$ cat config.mk
export PLATFORM = sky130hd
export DESIGN_NAME = hs32_wb_bridge
export DESIGN_NICKNAME = d
export VERILOG_FILES = /design/src/rtl/hs32_wb_bridge_pkg.sv /design/src/rtl/hs32_wb_tmo.sv /design/src/rtl/hs32_wb_bridge.sv
export SDC_FILE = /design/constraint.sdc
export NUM_CORES = 1
export LEC_CHECK = 0
export CORE_MARGIN = 3
export CORE_UTILIZATION = 46
export CTS_BUF_LIST = sky130_fd_sc_hd__clkbuf_16
export DETAILED_ROUTE_END_ITERATION = 16
export PLACE_DENSITY = 0.9
export SYNTH_ARGS = -nofsm -noshare
export SYNTH_HDL_FRONTEND = slang
export SYNTH_SLANG_ARGS = --single-unit
$ cat constraint.sdc
create_clock -name wb_clk_i -period 4.2 [get_ports wb_clk_i]
set_input_delay 0.84 -clock wb_clk_i [delete_from_list [all_inputs] [get_ports wb_clk_i]]
set_output_delay 0.84 -clock wb_clk_i [all_outputs]
set_load 0.05 [all_outputs]
$ cat src/rtl/hs32_wb_bridge_pkg.sv
// Shared types and constants for the HS32 Wishbone bridge.
package hs32_wb_bridge_pkg;

    // Bridge transaction states
    typedef enum logic [2:0] {
        ST_IDLE  = 3'd0,
        ST_REQ   = 3'd1,
        ST_WAIT  = 3'd2,
        ST_ACK   = 3'd3,
        ST_DRAIN = 3'd4
    } state_e;

    // Control register bit positions
    localparam int CTRL_RUN  = 0;
    localparam int CTRL_HALT = 1;
    localparam int CTRL_ERR  = 2;

    // Read data returned when a core-side read times out
    localparam logic [31:0] TMO_DATA = 32'hDEAD_BEEF;

endpackage

$ cat src/rtl/hs32_wb_tmo.sv
// Clearable saturating 8-bit watchdog counter; hit_o flags the limit.
module hs32_wb_tmo #(
    parameter int unsigned TIMEOUT = 255
) (
    input  logic clk_i,
    input  logic rst_ni,
    input  logic clr_i,
    input  logic en_i,
    output logic hit_o
);

    localparam logic [7:0] LIMIT = 8'(TIMEOUT);

    logic [7:0] cnt_q;
    logic [7:0] cnt_d;

    // Next count: clear wins, otherwise count up and hold at the limit
    always_comb begin
        cnt_d = cnt_q;
        if (clr_i) begin
            cnt_d = 8'd0;
        end else if (en_i && (cnt_q != LIMIT)) begin
            cnt_d = cnt_q + 8'd1;
        end
    end

    // Counter register
    always_ff @(posedge clk_i or negedge rst_ni) begin
        if (!rst_ni) begin
            cnt_q <= 8'd0;
        end else begin
            cnt_q <= cnt_d;
        end
    end

    assign hit_o = (cnt_q == LIMIT);

endmodule

$ cat src/rtl/hs32_wb_bridge.sv
// Wishbone classic slave bridging the management SoC into the HS32 core
// valid/ready memory bus, plus a run/halt/err control register. A watchdog
// guarantees every Wishbone cycle is acknowledged.
module hs32_wb_bridge
    import hs32_wb_bridge_pkg::*;
#(
    parameter logic [31:0] BASE_ADDR = 32'h3000_0000,
    parameter logic [31:0] WIN_MASK  = 32'hFFF0_0000,
    parameter logic [31:0] CTRL_ADDR = 32'h3100_0000,
    parameter int unsigned TIMEOUT   = 255
) (
    input  logic        wb_clk_i,
    input  logic        wb_rst_ni,
    input  logic        wbs_cyc_i,
    input  logic        wbs_stb_i,
    input  logic        wbs_we_i,
    input  logic [3:0]  wbs_sel_i,
    input  logic [31:0] wbs_adr_i,
    input  logic [31:0] wbs_dat_i,
    output logic        wbs_ack_o,
    output logic [31:0] wbs_dat_o,
    output logic        mem_req_o,
    input  logic        mem_rdy_i,
    output logic        mem_we_o,
    output logic [3:0]  mem_sel_o,
    output logic [31:0] mem_addr_o,
    output logic [31:0] mem_wdata_o,
    input  logic        mem_rvalid_i,
    input  logic [31:0] mem_rdata_i,
    output logic        core_rst_no,
    output logic        core_halt_o,
    output logic        err_o
);

    state_e      state_q, state_d;
    logic        mem_req_q, mem_req_d;
    logic        mem_we_q, mem_we_d;
    logic [3:0]  mem_sel_q, mem_sel_d;
    logic [31:0] mem_addr_q, mem_addr_d;
    logic [31:0] mem_wdata_q, mem_wdata_d;
    logic        ack_q, ack_d;
    logic [31:0] dat_q, dat_d;
    logic [2:0]  ctrl_q, ctrl_d;

    logic        tmo_hit;
    logic        tmo_clr;
    logic        tmo_en;
    logic        wb_req;

    assign wb_req = wbs_cyc_i && wbs_stb_i;

    // Watchdog restarts on entry to REQ or DRAIN so each phase gets a full budget
    assign tmo_clr = (state_d != state_q) && ((state_d == ST_REQ) || (state_d == ST_DRAIN));
    assign tmo_en  = (state_q == ST_REQ) || (state_q == ST_WAIT) || (state_q == ST_DRAIN);

    hs32_wb_tmo #(
        .TIMEOUT (TIMEOUT)
    ) u_tmo (
        .clk_i  (wb_clk_i),
        .rst_ni (wb_rst_ni),
        .clr_i  (tmo_clr),
        .en_i   (tmo_en),
        .hit_o  (tmo_hit)
    );

    // Next-state, bus-side latches, control register and response data
    always_comb begin
        state_d     = state_q;
        mem_req_d   = mem_req_q;
        mem_we_d    = mem_we_q;
        mem_sel_d   = mem_sel_q;
        mem_addr_d  = mem_addr_q;
        mem_wdata_d = mem_wdata_q;
        dat_d       = dat_q;
        ctrl_d      = ctrl_q;

        case (state_q)
            ST_IDLE: begin
                if (wb_req) begin
                    if (wbs_adr_i == CTRL_ADDR) begin
                        if (wbs_we_i) begin
                            if (wbs_sel_i[0]) begin
                                ctrl_d[CTRL_RUN]  = wbs_dat_i[CTRL_RUN];
                                ctrl_d[CTRL_HALT] = wbs_dat_i[CTRL_HALT];
                                if (wbs_dat_i[CTRL_ERR]) begin
                                    ctrl_d[CTRL_ERR] = 1'b0;
                                end
                            end
                        end else begin
                            dat_d = {29'b0, ctrl_q};
                        end
                        state_d = ST_ACK;
                    end else if ((wbs_adr_i & WIN_MASK) == BASE_ADDR) begin
                        mem_req_d   = 1'b1;
                        mem_we_d    = wbs_we_i;
                        mem_sel_d   = wbs_sel_i;
                        mem_addr_d  = wbs_adr_i & ~WIN_MASK;
                        mem_wdata_d = wbs_dat_i;
                        state_d     = ST_REQ;
                    end else begin
                        dat_d   = 32'h0;
                        state_d = ST_ACK;
                    end
                end
            end
            ST_REQ: begin
                if (mem_rdy_i) begin
                    mem_req_d = 1'b0;
                    if (mem_we_q) begin
                        state_d = wbs_cyc_i ? ST_ACK : ST_IDLE;
                    end else begin
                        // A read already accepted must have its response drained
                        state_d = wbs_cyc_i ? ST_WAIT : ST_DRAIN;
                    end
                end else if (!wbs_cyc_i) begin
                    mem_req_d = 1'b0;
                    state_d   = ST_IDLE;
                end else if (tmo_hit) begin
                    mem_req_d        = 1'b0;
                    ctrl_d[CTRL_ERR] = 1'b1;
                    if (!mem_we_q) begin
                        dat_d = TMO_DATA;
                    end
                    state_d = ST_ACK;
                end
            end
            ST_WAIT: begin
                if (!wbs_cyc_i) begin
                    state_d = mem_rvalid_i ? ST_IDLE : ST_DRAIN;
                end else if (mem_rvalid_i) begin
                    dat_d   = mem_rdata_i;
                    state_d = ST_ACK;
                end else if (tmo_hit) begin
                    ctrl_d[CTRL_ERR] = 1'b1;
                    dat_d            = TMO_DATA;
                    state_d          = ST_ACK;
                end
            end
            ST_ACK: begin
                state_d = ST_IDLE;
            end
            ST_DRAIN: begin
                if (mem_rvalid_i || tmo_hit) begin
                    state_d = ST_IDLE;
                end
            end
            default: begin
                state_d = ST_IDLE;
            end
        endcase

        ack_d = (state_d == ST_ACK);
    end

    // State and output registers
    always_ff @(posedge wb_clk_i or negedge wb_rst_ni) begin
        if (!wb_rst_ni) begin
            state_q     <= ST_IDLE;
            mem_req_q   <= 1'b0;
            mem_we_q    <= 1'b0;
            mem_sel_q   <= 4'h0;
            mem_addr_q  <= 32'h0;
            mem_wdata_q <= 32'h0;
            ack_q       <= 1'b0;
            dat_q       <= 32'h0;
            ctrl_q      <= 3'b000;
        end else begin
            state_q     <= state_d;
            mem_req_q   <= mem_req_d;
            mem_we_q    <= mem_we_d;
            mem_sel_q   <= mem_sel_d;
            mem_addr_q  <= mem_addr_d;
            mem_wdata_q <= mem_wdata_d;
            ack_q       <= ack_d;
            dat_q       <= dat_d;
            ctrl_q      <= ctrl_d;
        end
    end

    assign wbs_ack_o   = ack_q;
    assign wbs_dat_o   = dat_q;
    assign mem_req_o   = mem_req_q;
    assign mem_we_o    = mem_we_q;
    assign mem_sel_o   = mem_sel_q;
    assign mem_addr_o  = mem_addr_q;
    assign mem_wdata_o = mem_wdata_q;
    assign core_rst_no = ctrl_q[CTRL_RUN];
    assign core_halt_o = ctrl_q[CTRL_HALT];
    assign err_o       = ctrl_q[CTRL_ERR];

endmodule

==> metrics.md, run 1 <==
| Metric | Value |
|---|---|
| Ranking of synthesized cells by area | dfrtp_1 52%, mux2_4 12%, mux2_2 9.3% |
| Drt drc | 0 |
| Clock Tree Root | clkbuf_16 |
| Final core utilization | about 70% |
| CTS Buf Count | 9 |
| Met2 usage | 39.7% |
| CTS H-Tree Depth | 3 |
| GP Congestion | between 0.8 and 0.9 |
| CTS tree | done |
| Initial antenna violation count | 0 |
| Arrival @ worst endpoint | around 3200 ps |
| Crit end category | flip-flop |
| Slew HR | around 34% |
| Layer with the highest usage | met2 |
| Final Non-Filler Cells | between 700 and 800 |
| Drt wl/cell | 18.4 um |
| Sequential element share of the synthesized area | about half |
| Slew @ Worst Pin | approximately 1000 ps |
| Crit path kind | input port to flip-flop |
| Core area | 0.0105 mm2 |
| Total GRT Usage | 22.3% |
| Commonest non-fill, non-tap cell in the layout | clkdlybuf4s50_1 |
| GR Layer Usage met3 | 7.10% |
| M1 GR Usage | approximately 26% |
| Layout area overhead | 45.3% |
| Post-route ant nets | 0 |
| Critical path required time | around 4400 ps |
| Final net count | 713 |
| FF+latch count, synth | 105 |
| I/O pin count | between 200 and 250 |
| Status | finished clean |
| Worst IR Drop VDD | approximately 0.00037 V |
| Hold_buf cts | 0 |
| Startpoint type of the worst setup path | input port |
| Starting density of the core | between 40% and 50% |
| RSZ-0062 raised after global routing | no |
| Slowest CP cell | or3b_4 |
| Setup Skew | between 7 and 8 ps |
| Most used DFF post-synth | dfrtp_1 |
| Post-Route WL | ~14,000 um |
| Setup Viol. Count Final | 0 |
| Post-Syn Area | between 0.005 and 0.006 mm2 |
| CTS max path bufs | 2 |
| Max Fclk | roughly 0.33 GHz |
| Total clock sinks | ~110 |
| Async set-reset flop share out of synthesis | 100% |
| CP peak stage delay | ~770 ps |
| Resize count post-CTS | 0 |
| P_leak | about 0.0033 uW |
| Worst Hold Class | input port to async pin |
| Die Y | between 100 and 150 um |
| Synthesized area per cell | roughly 12 um2 |
| Largest net degree at the start of global routing | 59 |
| Clk Latency, worst-skew pair | approximately 330 ps |
| Chip width | 111 um |
| Site Rows | 37 |
| Post-CTS setup buffers | 0 |
| Critical R2R Launch | u_tmo.cnt_q[0] |
| YS warnings | 0 |
| Total number of vias | around 4,000 |
| Vias in the first global route | around 4,300 |
| Hold Fails Final Rpt | 0 |
| Setup crit start | wbs_adr_i[21] |
| DIE AREA | about 0.012 mm2 |
| Fillers | ~730 |
| Setup TNS | 0 ps |
| Yosys top cell area share | between 50% and 60% |
| Final min period | approximately 3000 ps |
| Critical Path Fanout Max | 58 |
| HPWL Detailed | 10,300 um |
| Pwr/cell area | approximately 490 mW/mm2 |
| Initial DRT Pass Iterations | 5 |
| Cell Chain, Critical Path | clkdlybuf4s50_1 -> nor4_1 -> nand3_1 -> or3b_4 -> mux2_2 |
| MaxCap Viol Count | 0 |
| IO Port Bufs | 200 |
| # diodes | 0 |
| First-pass GRT wire length | between 20,000 and 25,000 um |
| Yosys top cell by area | dfrtp_1 |
| Via density | 5.35 |
| Clock-pin slew on the worst setup and hold paths | ~70 ps |
| 1st-iter DRT viols | a little over 200 |
| Post-synth EDFFs | 0 |
| Layout cells sized above 1 | a little under a fifth |
| Cell count after synthesis | 412 |
| DP Cell Count | 730 |
| Most frequent cells in the layout | 199 x clkdlybuf4s50_1, 105 x dfrtp_1, 42 x mux2_2 |
| Ratio of final minimum period to clock period | between 70% and 80% |
| Grt total ovfl | 0 |
| Fin. max-slew vios | 0 |
| Synth unique cells | 55 |
[routing by layer]
layer / part of all wire [%] / up-vias / routed length [um]
met2: 50 / 204 / 6900
met3: 8.9 / 26 / 1220
li1: - / 1813 / -
met4: 2.2 / 0 / 295
met5: 0 / - / 0
met1: 39 / 1942 / 5290
[cell usage after synthesis (all sizes together) (5+ instances only)]
| library cell | n |
|---|---|
| mux2 | 83 |
| nor3 | 6 |
| nor4 | 8 |
| nand3 | 9 |
| nor3b | 5 |
| mux2i | 8 |
| o21ai | 24 |
| dfrtp | 105 |
| nand4 | 5 |
| nand2 | 17 |
| nor2 | 39 |
| and3 | 6 |
| clkbuf | 8 |
| xor2 | 7 |
| inv | 14 |
| buf | 24 |
[per-stage QoR]
stage          area, um2  hold WS, ps  power (uW)  worst slack, ps
2_1_floorplan       5110          505        2350             1740
3_3_place_gp        7100          487        2780              948
3_5_place_dp        7100          493        2840              925
4_1_cts             7370          397        3620             1220
5_1_grt             7370          407        3770             1040
6_report            7370          397        3600             1210
[cell type report]
class                      instances  area (um2)  area share [%]
clock buffer                       9         225            3.05
clock inverter                     6        43.8           0.594
inverter                          14        52.6           0.713
multi-input combinational        272        2230            30.3
sequential                       105        2630            35.6
tap                              136         170            2.31
timing repair buffer             203        2020            27.4
[flip-flops by register name, summed over array words and instances (netlist names)]
signal	count
wbs_ack_o	1
ctrl_q	3
mem_wdata_o	32
state_q	3
wbs_dat_o	32
mem_sel_o	4
mem_we_o	1
mem_req_o	1
mem_addr_o	20
u_tmo.cnt_q	8
[worst paths after layout]
check	to	slack, ps	depth (start not counted)
worst max-delay path	mem_wdata_o[26]	1210	5
worst min-delay path	mem_addr_o[9]	400	1
worst max register to register	wbs_dat_o[15]	1760	7
worst min register to register	mem_wdata_o[6]	510	1
max in group asynchronous	u_tmo.cnt_q[7]	2890	2
min in group wb_clk_i	mem_wdata_o[6]	510	1
[report_power, final]
| part | switching (uW) | leakage, uW | internal, uW |
|---|---|---|---|
| Clock | 369 | 0.000126 | 401 |
| Sequential | 125 | 0.00143 | 1160 |
| Combinational | 899 | 0.00179 | 648 |
| Total | 1390 | 0.00335 | 2200 |
[critical path, delay by kind of cell]
| family | cells | cell delay (ps) |
|---|---|---|
| buf+inv | 1 | 450 |
| mux | 1 | 420 |
| simple gates | 3 | 1440 |
[cells by family after synthesis]
family | after synthesis | share of synthesized area, %
compound gates | 45 | 5.75
xor+xnor | 8 | 1.38
fa+ha+maj | 1 | 0.247
buf+inv | 46 | 5.33
flops | 105 | 51.8
mux | 91 | 23.0
other cells | 1 | 0.0739
simple gates | 115 | 12.4
(Power assumes the default switching activity.)
==> inputs of run 2 (changes only) <==
CORE_UTILIZATION = 39   (was 46)
PLACE_DENSITY = 0.81   (was 0.9)
clock period = 2.65 ns   (was 4.2 ns; I/O delays follow)
==> run 2 against run 1 <==
Compared with the run above:
- register-to-register slack worse by 1300 ps
- critical path depth up 2
- hold slack worse by 300 ps
- sequential cell count unchanged
- critical endpoint is now mem_sel_o[2]
- clock power up 65%
- clock-buffer cell count unchanged
==> metrics.md, run 2 (synthesis results as in run 1) <==
| Metric | Value |
|---|---|
| Seq pwr share | 34.8% |
| Switching power | around 2200 uW |
| Comb power frac | a little over two fifths |
| Final min period | between 2000 and 2500 ps |
| Hold Fails Final Rpt | 0 |
| Worst IR Drop VDD | 0.000401 V |
| Crit path kind | input port to flip-flop |
| GP Congestion | 0.797 |
| Starting density of the core | 40.0% |
| Vias in the first global route | 4,271 |
| Layout area overhead | 50.2% |
| Startpoint type of the worst setup path | input port |
| Post-CTS setup buffers | 0 |
| Post-Route WL | ~14,000 um |
| Part of the power in the clock network | a little over a fifth |
| Most frequent cells in the layout | 199 x clkdlybuf4s50_1, 105 x dfrtp_1, 42 x mux2_2 |
| Setup Skew | between 5 and 6 ps |
| 1st-iter DRT viols | 232 |
| # diodes | 0 |
| Clock Tree Root | clkbuf_16 |
| CTS max path bufs | 2 |
| Commonest non-fill, non-tap cell in the layout | clkdlybuf4s50_1 |
| P_leak | around 0.0035 uW |
| RSZ-0062 raised after global routing | no |
| Max Fclk | about 0.42 GHz |
| Drt drc | 0 |
| Worst Hold Class | input port to async pin |
| Critical path required time | just under 3000 ps |
| Int Pwr | 3570 uW |
| Grt total ovfl | 0 |
| R2R Setup Slk | ~430 ps |
| DIE AREA | ~0.014 mm2 |
| Fillers | ~1,000 |
| Hold Slack | approximately 100 ps |
| Chip width | roughly 120 um |
| Initial DRT Pass Iterations | 7 |
| IO Port Bufs | 200 |
| Multi-input combinational cell area | between 0.002 and 0.0025 mm2 |
| HPWL Detailed | about 10,000 um |
| Total GRT Usage | between 10% and 20% |
| Final WS setup | roughly 270 ps |
| Layout cells sized above 1 | 21.1% |
| First-pass GRT wire length | ~22,000 um |
| Initial antenna violation count | 0 |
| CTS tree | done |
| Hold_buf cts | 0 |
| Total clock sinks | 105 |
| MaxCap Viol Count | 0 |
| Via density | around 5.0 |
| Reg area | between 0.002 and 0.003 mm2 |
| Slew HR | a little under three fifths |
| Clk Latency, worst-skew pair | ~350 ps |
| Final Instance Area | 0.00762 mm2 |
| Sw Share | between 30% and 40% |
| Cell Area, Placed | roughly 0.0073 mm2 |
| I/O pin count | approximately 210 |
| Critical Path Fanout Max | 23 |
| CTS Buf Count | 9 |
| Status | finished clean |
| Setup Viol. Count Final | 0 |
| Die Y | between 100 and 150 um |
| Crit end category | flip-flop |
| Drt wl/cell | ~17 um |
| Setup TNS | 0 ps |
| Site Rows | 41 |
| Total number of vias | between 4,000 and 5,000 |
| Total power | slightly below 6000 uW |
| Arrival @ worst endpoint | approximately 2600 ps |
| CTS H-Tree Depth | 3 |
| Final net count | around 730 |
| Clock-pin slew on the worst setup and hold paths | 70 ps |
| Ratio of final minimum period to clock period | 89.8% |
| Largest net degree at the start of global routing | 33 |
| Core area | approximately 0.013 mm2 |
| Resize count post-CTS | 0 |
| Post-route ant nets | 0 |
| Pwr/cell area | ~760 mW/mm2 |
| Setup WS pre-CTS | -58.3 ps |
| Fin. max-slew vios | 0 |
| Slew @ Worst Pin | ~640 ps |
## run 2: cell types whose count changed in the layout (fill, tap and decap cells not counted), sizes merged
cell / change
buf: +19
clkinv: +3
inv: -2
## run 2: layer usage
metal	track usage [%]	vias to the layer above	share of wire (%)	routed length, um
li1	-	1852	-	-
met1	22.4	1963	40	5390
met2	31.4	175	50	6730
met3	7.63	28	8.4	1150
met4	6.66	0	2.4	325
met5	0	-	0	0
## run 2: final timing paths
path	end	cells after the start	from
max in group asynchronous	mem_wdata_o[8]	2	wb_rst_ni
min reg2reg	mem_wdata_o[24]	1	mem_wdata_o[24]
max	mem_sel_o[2]	7	wbs_adr_i[21]
min in group wb_clk_i	mem_wdata_o[24]	1	mem_wdata_o[24]
max reg2reg	wbs_dat_o[15]	7	u_tmo.cnt_q[0]
min	mem_addr_o[3]	1	wb_rst_ni
## run 2: through the flow
stage | utilization [%] | cells
after floorplan | - | 423
after global placement | 57.9 | 785
after detailed placement | 57.9 | 785
after CTS | 60.2 | 801
after global routing | 60.2 | 801
final | 60.2 | 801
## run 2: worst max-delay path, cell delays in order
cell and delay (ps):
clkdlybuf4s50_1 430, buf_4 150, nor4_1 350, nand3_1 170
or3b_4 470, buf_12 190, mux2_4 310
## run 2: power groups by stage
stage               clock, uW  sequential (uW)  combinational (uW)
floorplan                   0             2630                1090
global placement            0             2040                2460
detailed placement          0             2050                2520
CTS                      1320             2020                2530
global route             1380             2050                2680
finish                   1270             2020                2520
## run 2: cell type report
class	count	area share, %
tap	172	2.82
multi-input combinational	272	29.3
sequential	105	34.5
timing repair buffer	222	29.1
clock inverter	7	0.739
clock buffer	9	2.95
inverter	14	0.689
==> patch 1 (config.mk and constraints of run 1) <==
`TIMEOUT` is set to 255 in 2 places; all go to 128.
--- a/src/rtl/hs32_wb_tmo.sv
+++ b/src/rtl/hs32_wb_tmo.sv
@@ -1,6 +1,6 @@
 // Clearable saturating 8-bit watchdog counter; hit_o flags the limit.
 module hs32_wb_tmo #(
-    parameter int unsigned TIMEOUT = 255
+    parameter int unsigned TIMEOUT = 128
 ) (
     input  logic clk_i,
     input  logic rst_ni,
--- a/src/rtl/hs32_wb_bridge.sv
+++ b/src/rtl/hs32_wb_bridge.sv
@@ -7,7 +7,7 @@
     parameter logic [31:0] BASE_ADDR = 32'h3000_0000,
     parameter logic [31:0] WIN_MASK  = 32'hFFF0_0000,
     parameter logic [31:0] CTRL_ADDR = 32'h3100_0000,
-    parameter int unsigned TIMEOUT   = 255
+    parameter int unsigned TIMEOUT   = 128
 ) (
     input  logic        wb_clk_i,
     input  logic        wb_rst_ni,
Function: same outputs for any inputs over 4 cycles, from zero or initial values and one cycle with wb_rst_ni low; that may be too few to reach the edited logic, so the function may still have changed.
==> patch 1 against run 1 <==
Global-route usage increased by 2.4 points; largest power group unchanged; largest cell class unchanged; cell area down 4.3%; synthesized cell count shrank 0.97%; area after synthesis shrank 7.4%; worst setup slack lost 320 ps; sequential cell count stayed put; routed wire length is 0.17% higher; total power about the same.
==> patch 1: results (changes against run 1) <==
- Status: completed
- CP Capture Point: mem_addr_o[0]
- Vias in the first global route: 4314 (+1.5%)
- Htree depth: 3 (unchanged)
- Critical Path Start: wbs_adr_i[22]
- TritonRoute pass-1 iters: 5 (unchanged)
- Routed wire per std cell: 18.5 um (+0.57%)
- Final-stage net count: 713 (unchanged)
- # diodes: 0 (unchanged)
- GPL Wtd Cong: 0.850 (+5.5%)
- DP HPWL: 10100 um (-1.9%)
- Fillers: 645 (-12%)
- Clock Skew: 7.32 ps (-0.250 ps)
- Asr flop ratio synth: 100% (unchanged)
- Clock Latency Late Sink: 340 ps
- # port buffers: 200 (unchanged)
- CTS buffer count: 9 (unchanged)
- Setup repair bufs after CTS: 0 (unchanged)
- First-pass GRT wire length: 21900 um (-1.2%)
- Top_reg_cell synth: dfrtp_1
- Synth warnings: 0 (unchanged)
- Max Buffers Root-to-Sink: 2 (unchanged)
- Worst Tran Pin Value: 1100 ps (+99.9 ps)
- Sequential share of the synthesized area: 56.0% (+4.2 points)
- CP arrival: 3540 ps (+330 ps)
- Clock Pin Slew Worst Setup and Hold Paths: 70 ps (about the same)
- FF-to-FF Start: state_q[2]
- Leakage: 3.17 nW (-5.4%)
- Initial antenna violation count: 0 (unchanged)
- Largest cells by area after synthesis: dfrtp_1 56%, mux2_2 14%, o21ai_0 3.8%
- Synth top cells by count: 105 x dfrtp_1, 58 x mux2_2, 39 x inv_1
- Peak supply drop: 323 uV (-12%)
- Synth unique cells: 49 (-11%)
- Hold_ws: 310 ps (-86.7 ps)
- NetSw: 1.43 mW (+2.4%)
- Pin count of the biggest net entering global routing: 56 (-5.1%)
- Max-Cap Viols: 0 (unchanged)
- Cell Area, Placed: 6770 um^2 (-4.7%)
- Share of layout cells above drive strength 1: 14.3% (-4.1 points)
- R2R depth: 5 (-2)
- GR Util All Layers: 24.7% (+2.4 points)
- PostCTS Resize Cnt: 0 (unchanged)
- Initial DRC Count: 208 (+3.0%)
- Root Buffer Master: clkbuf_16
- Worst hold path class: input pin to asynchronous set/reset pin
- Placed cells: 726 (-0.55%)
- Worst-path fanout max: 47 (-19%)
- Via count: 3913 (-1.8%)
- Reg2reg setup slack: 1540 ps (-220 ps)
- Syn Inst Count: 408 (-0.97%)
- Final std cells w/o fill: 742 (-0.40%)
## patch 1: critical path: stages
cell	delay (ps)
clkdlybuf4s50_1	410
nor4_1	570
nand4b_1	290
or2_2	750
buf_4	370
mux2_2	290
## patch 1: power by group through the flow
stage	Sequential (mW)	Clock, mW	Combinational (mW)
2_1_floorplan	1.72	0	0.563
3_3_place_gp	1.31	0	1.44
3_5_place_dp	1.32	0	1.48
4_1_cts	1.30	0.841	1.49
5_1_grt	1.32	0.882	1.61
6_report	1.30	0.819	1.48
## patch 1: final cells by class
type / count / area, um^2 / share of cell area, %
repair buffers: 205 / 2040 / 28.9
well taps: 133 / 166 / 2.36
flip-flops and latches: 105 / 2630 / 37.2
clock inverters: 7 / 61.3 / 0.869
clock buffers: 9 / 225 / 3.19
multi-input cells: 244 / 1790 / 25.4
inverters: 39 / 146 / 2.08
## patch 1: kinds of logic after synthesis
family,Yosys count,synth area share (%)
compound gates,71,9.03
xor+xnor,8,1.49
fa+ha+maj,2,0.533
buf+inv,70,6.79
flops,105,56.0
mux,69,16.3
other cells,1,0.0799
simple gates,82,9.86
## patch 1: routing by layer
layer | part of all wire (%) | routed length, um | up-vias | track usage [%]
met3 | 9.7 | 1330 | 32 | 8.61
met4 | 2.9 | 397 | 0 | 11.0
met2 | 51 | 6960 | 196 | 42.9
met5 | 0 | 0 | - | 0
li1 | - | - | 1782 | -
met1 | 37 | 5050 | 1903 | 27.3
## patch 1: stage by stage
| step | setup WS [ps] | utilization, % |
|---|---|---|
| CTS | 935 | 71.5 |
| global placement | 911 | 68.6 |
| global route | 858 | 71.5 |
| floorplan | 1520 | - |
| finish | 880 | 71.5 |
| detailed placement | 763 | 68.6 |
==> patch 2 (settings of run 1) <==
Without the edit above. Make the reset (`rst_ni` and `wb_rst_ni`) synchronous in 2 clocked blocks.
--- a/src/rtl/hs32_wb_tmo.sv
+++ b/src/rtl/hs32_wb_tmo.sv
@@ -25,7 +25,7 @@
     end
 
     // Counter register
-    always_ff @(posedge clk_i or negedge rst_ni) begin
+    always_ff @(posedge clk_i) begin
         if (!rst_ni) begin
             cnt_q <= 8'd0;
         end else begin
--- a/src/rtl/hs32_wb_bridge.sv
+++ b/src/rtl/hs32_wb_bridge.sv
@@ -153,7 +153,7 @@
     end
 
     // State and output registers
-    always_ff @(posedge wb_clk_i or negedge wb_rst_ni) begin
+    always_ff @(posedge wb_clk_i) begin
         if (!wb_rst_ni) begin
             state_q     <= ST_IDLE;
             mem_req_q   <= 1'b0;
Check against the original RTL: differs if wb_rst_ni is asserted again (counterexample within 4 cycles, from zero or initial values and one cycle with wb_rst_ni low); with wb_rst_ni held inactive, the same outputs for 4 cycles.
==> patch 2 against run 1 <==
Sequential cell count stayed put; count of clock-buffer cells in the layout is the same; routed wire length is 1.0% higher; non-clock buffer count increased by 1; die area fell by 8.3%; area after synthesis fell by 8.8%; worst setup slack gained 99 ps; maximum frequency is 3.4% higher; cell area decreased by 6.3%; critical endpoint is now mem_wdata_o[23].
Power is not compared: it rests on default switching activity, and its combinational part moved more than twofold at a synthesized area within 25%.
==> patch 2: results (changes against run 1) <==
- Top cell type's share of synthesized area: 45.4% (-6.4 points)
- Status: completed
- Synth unique cells: 54 (-1.8%)
- Setup repair bufs after CTS: 0 (unchanged)
- Met3 global-route usage: 10.2% (+3.1 points)
- Slew margin rel.: 29.0% (-4.6 points)
- Via count: 4456 (+12%)
- Wire length on met1: 5360 um (+1.4%)
- Worst-path fanout max: 24 (-59%)
- Post-Synth Adder-Cell Area: 0.270% (+0.024 points)
- Initial DRC Count: 201 (-0.50%)
- Htree depth: 3 (unchanged)
- Seq group: 1.02 mW
- Synth Area in Compound Gates: 16.5% (+11 points)
- GR Util All Layers: 24.0% (+1.7 points)
- Clock Skew: 7.54 ps (-0.0324 ps)
- Global-route track usage on met1: 26.8% (+1.1 points)
- Final-stage net count: 822 (+15%)
- Mux share of post-synthesis cell area: 7.57% (-15 points)
- Worst hold path depth: 2
- Share of layout cells above drive strength 1: 4.59% (-14 points)
- Routed wire per std cell: 16.3 um (-11%)
- GPL Wtd Cong: 0.868 (+7.7%)
- R2R depth: 8 (+1)
- Met3 wire len: 1570 um (+28%)
- Largest stage delay, worst path: 480 ps (-290 ps)
- Reg2reg end: wbs_dat_o[25]
- Clk pwr: 0.876 mW
- Met2 global-route usage: 41.1% (+1.4 points)
- Fillers: 707 (-3.3%)
- DP HPWL: 10500 um (+1.9%)
- Asr flop ratio synth: 0% (-100 points)
- Sequential share of the synthesized area: 45.4% (-6.4 points)
- Vias in the first global route: 4502 (+5.9%)
- XOR/XNOR share of the synthesized area: 1.14% (-0.25 points)
- TritonRoute pass-1 iters: 5 (unchanged)
- Worst hold path class: register to register
- First-pass GRT wire length: 22000 um (-0.90%)
- CP arrival: 3150 ps (-60 ps)
- Pin count of the biggest net entering global routing: 74 (+25%)
- Max Buffers Root-to-Sink: 2 (unchanged)
- Synth top cells by count: 157 x nand2_1, 105 x dfxtp_1, 58 x a21boi_1
- FF-to-FF Start: u_tmo.cnt_q[0]
- Slowest-stage cell, CP: nor2_4
- Largest cells by area after synthesis: dfxtp_1 45%, nand2_1 13%, a21boi_1 9.4%
- Metal2 WL: 6620 um (-4.1%)
- Top_reg_cell synth: dfxtp_1
[patch 2: changes by cell type in the layout (fill, tap and decap cells not counted), sizes merged, moves of 13 or more]
cell | run 1 | this run
inv | 17 | 4
nor2 | 39 | 17
mux2 | 83 | 0
dfxtp | 0 | 105
dfrtp | 105 | 0
a21boi | 0 | 58
nand2 | 17 | 157
mux2i | 8 | 35
[patch 2: cell type report]
cell class | instances | area [um^2] | area share [%]
sequential | 105 | 2100 | 30.4
timing repair buffer | 204 | 2030 | 29.3
clock inverter | 7 | 87.6 | 1.27
inverter | 2 | 7.51 | 0.109
tap | 129 | 161 | 2.34
clock buffer | 9 | 225 | 3.26
multi-input combinational | 392 | 2300 | 33.2
[patch 2: how the worst max path moves through the flow]
stage | slack [ps] | startpoint | endpoint | depth (start not counted)
floorplan | 1900 | wbs_adr_i[25] | wbs_dat_o[0] | 6
CTS | 1290 | wbs_adr_i[25] | mem_wdata_o[23] | 8
finish | 1300 | wbs_adr_i[25] | mem_wdata_o[23] | 8
global route | 1050 | wbs_adr_i[25] | mem_addr_o[17] | 8
detailed placement | 940 | wbs_adr_i[25] | mem_sel_o[1] | 8
global placement | 1040 | wbs_adr_i[25] | mem_addr_o[18] | 8
[patch 2: through the flow]
stage | instance area [um^2] | worst slack [ps] | hold slack, ps | power, mW | instances
floorplan | 4670 | 1900 | 458 | 1.23 | 545
global placement | 6590 | 1040 | 436 | 1.36 | 832
detailed placement | 6590 | 945 | 444 | 1.36 | 832
CTS | 6910 | 1290 | 452 | 2.24 | 848
global route | 6910 | 1050 | 468 | 2.29 | 848
finish | 6910 | 1300 | 451 | 2.22 | 848
[patch 2: critical path: cells and delay by family]
family          cells  cell delay [ps]
buf+inv             2              770
simple gates        5             1360
compound gates      1              160
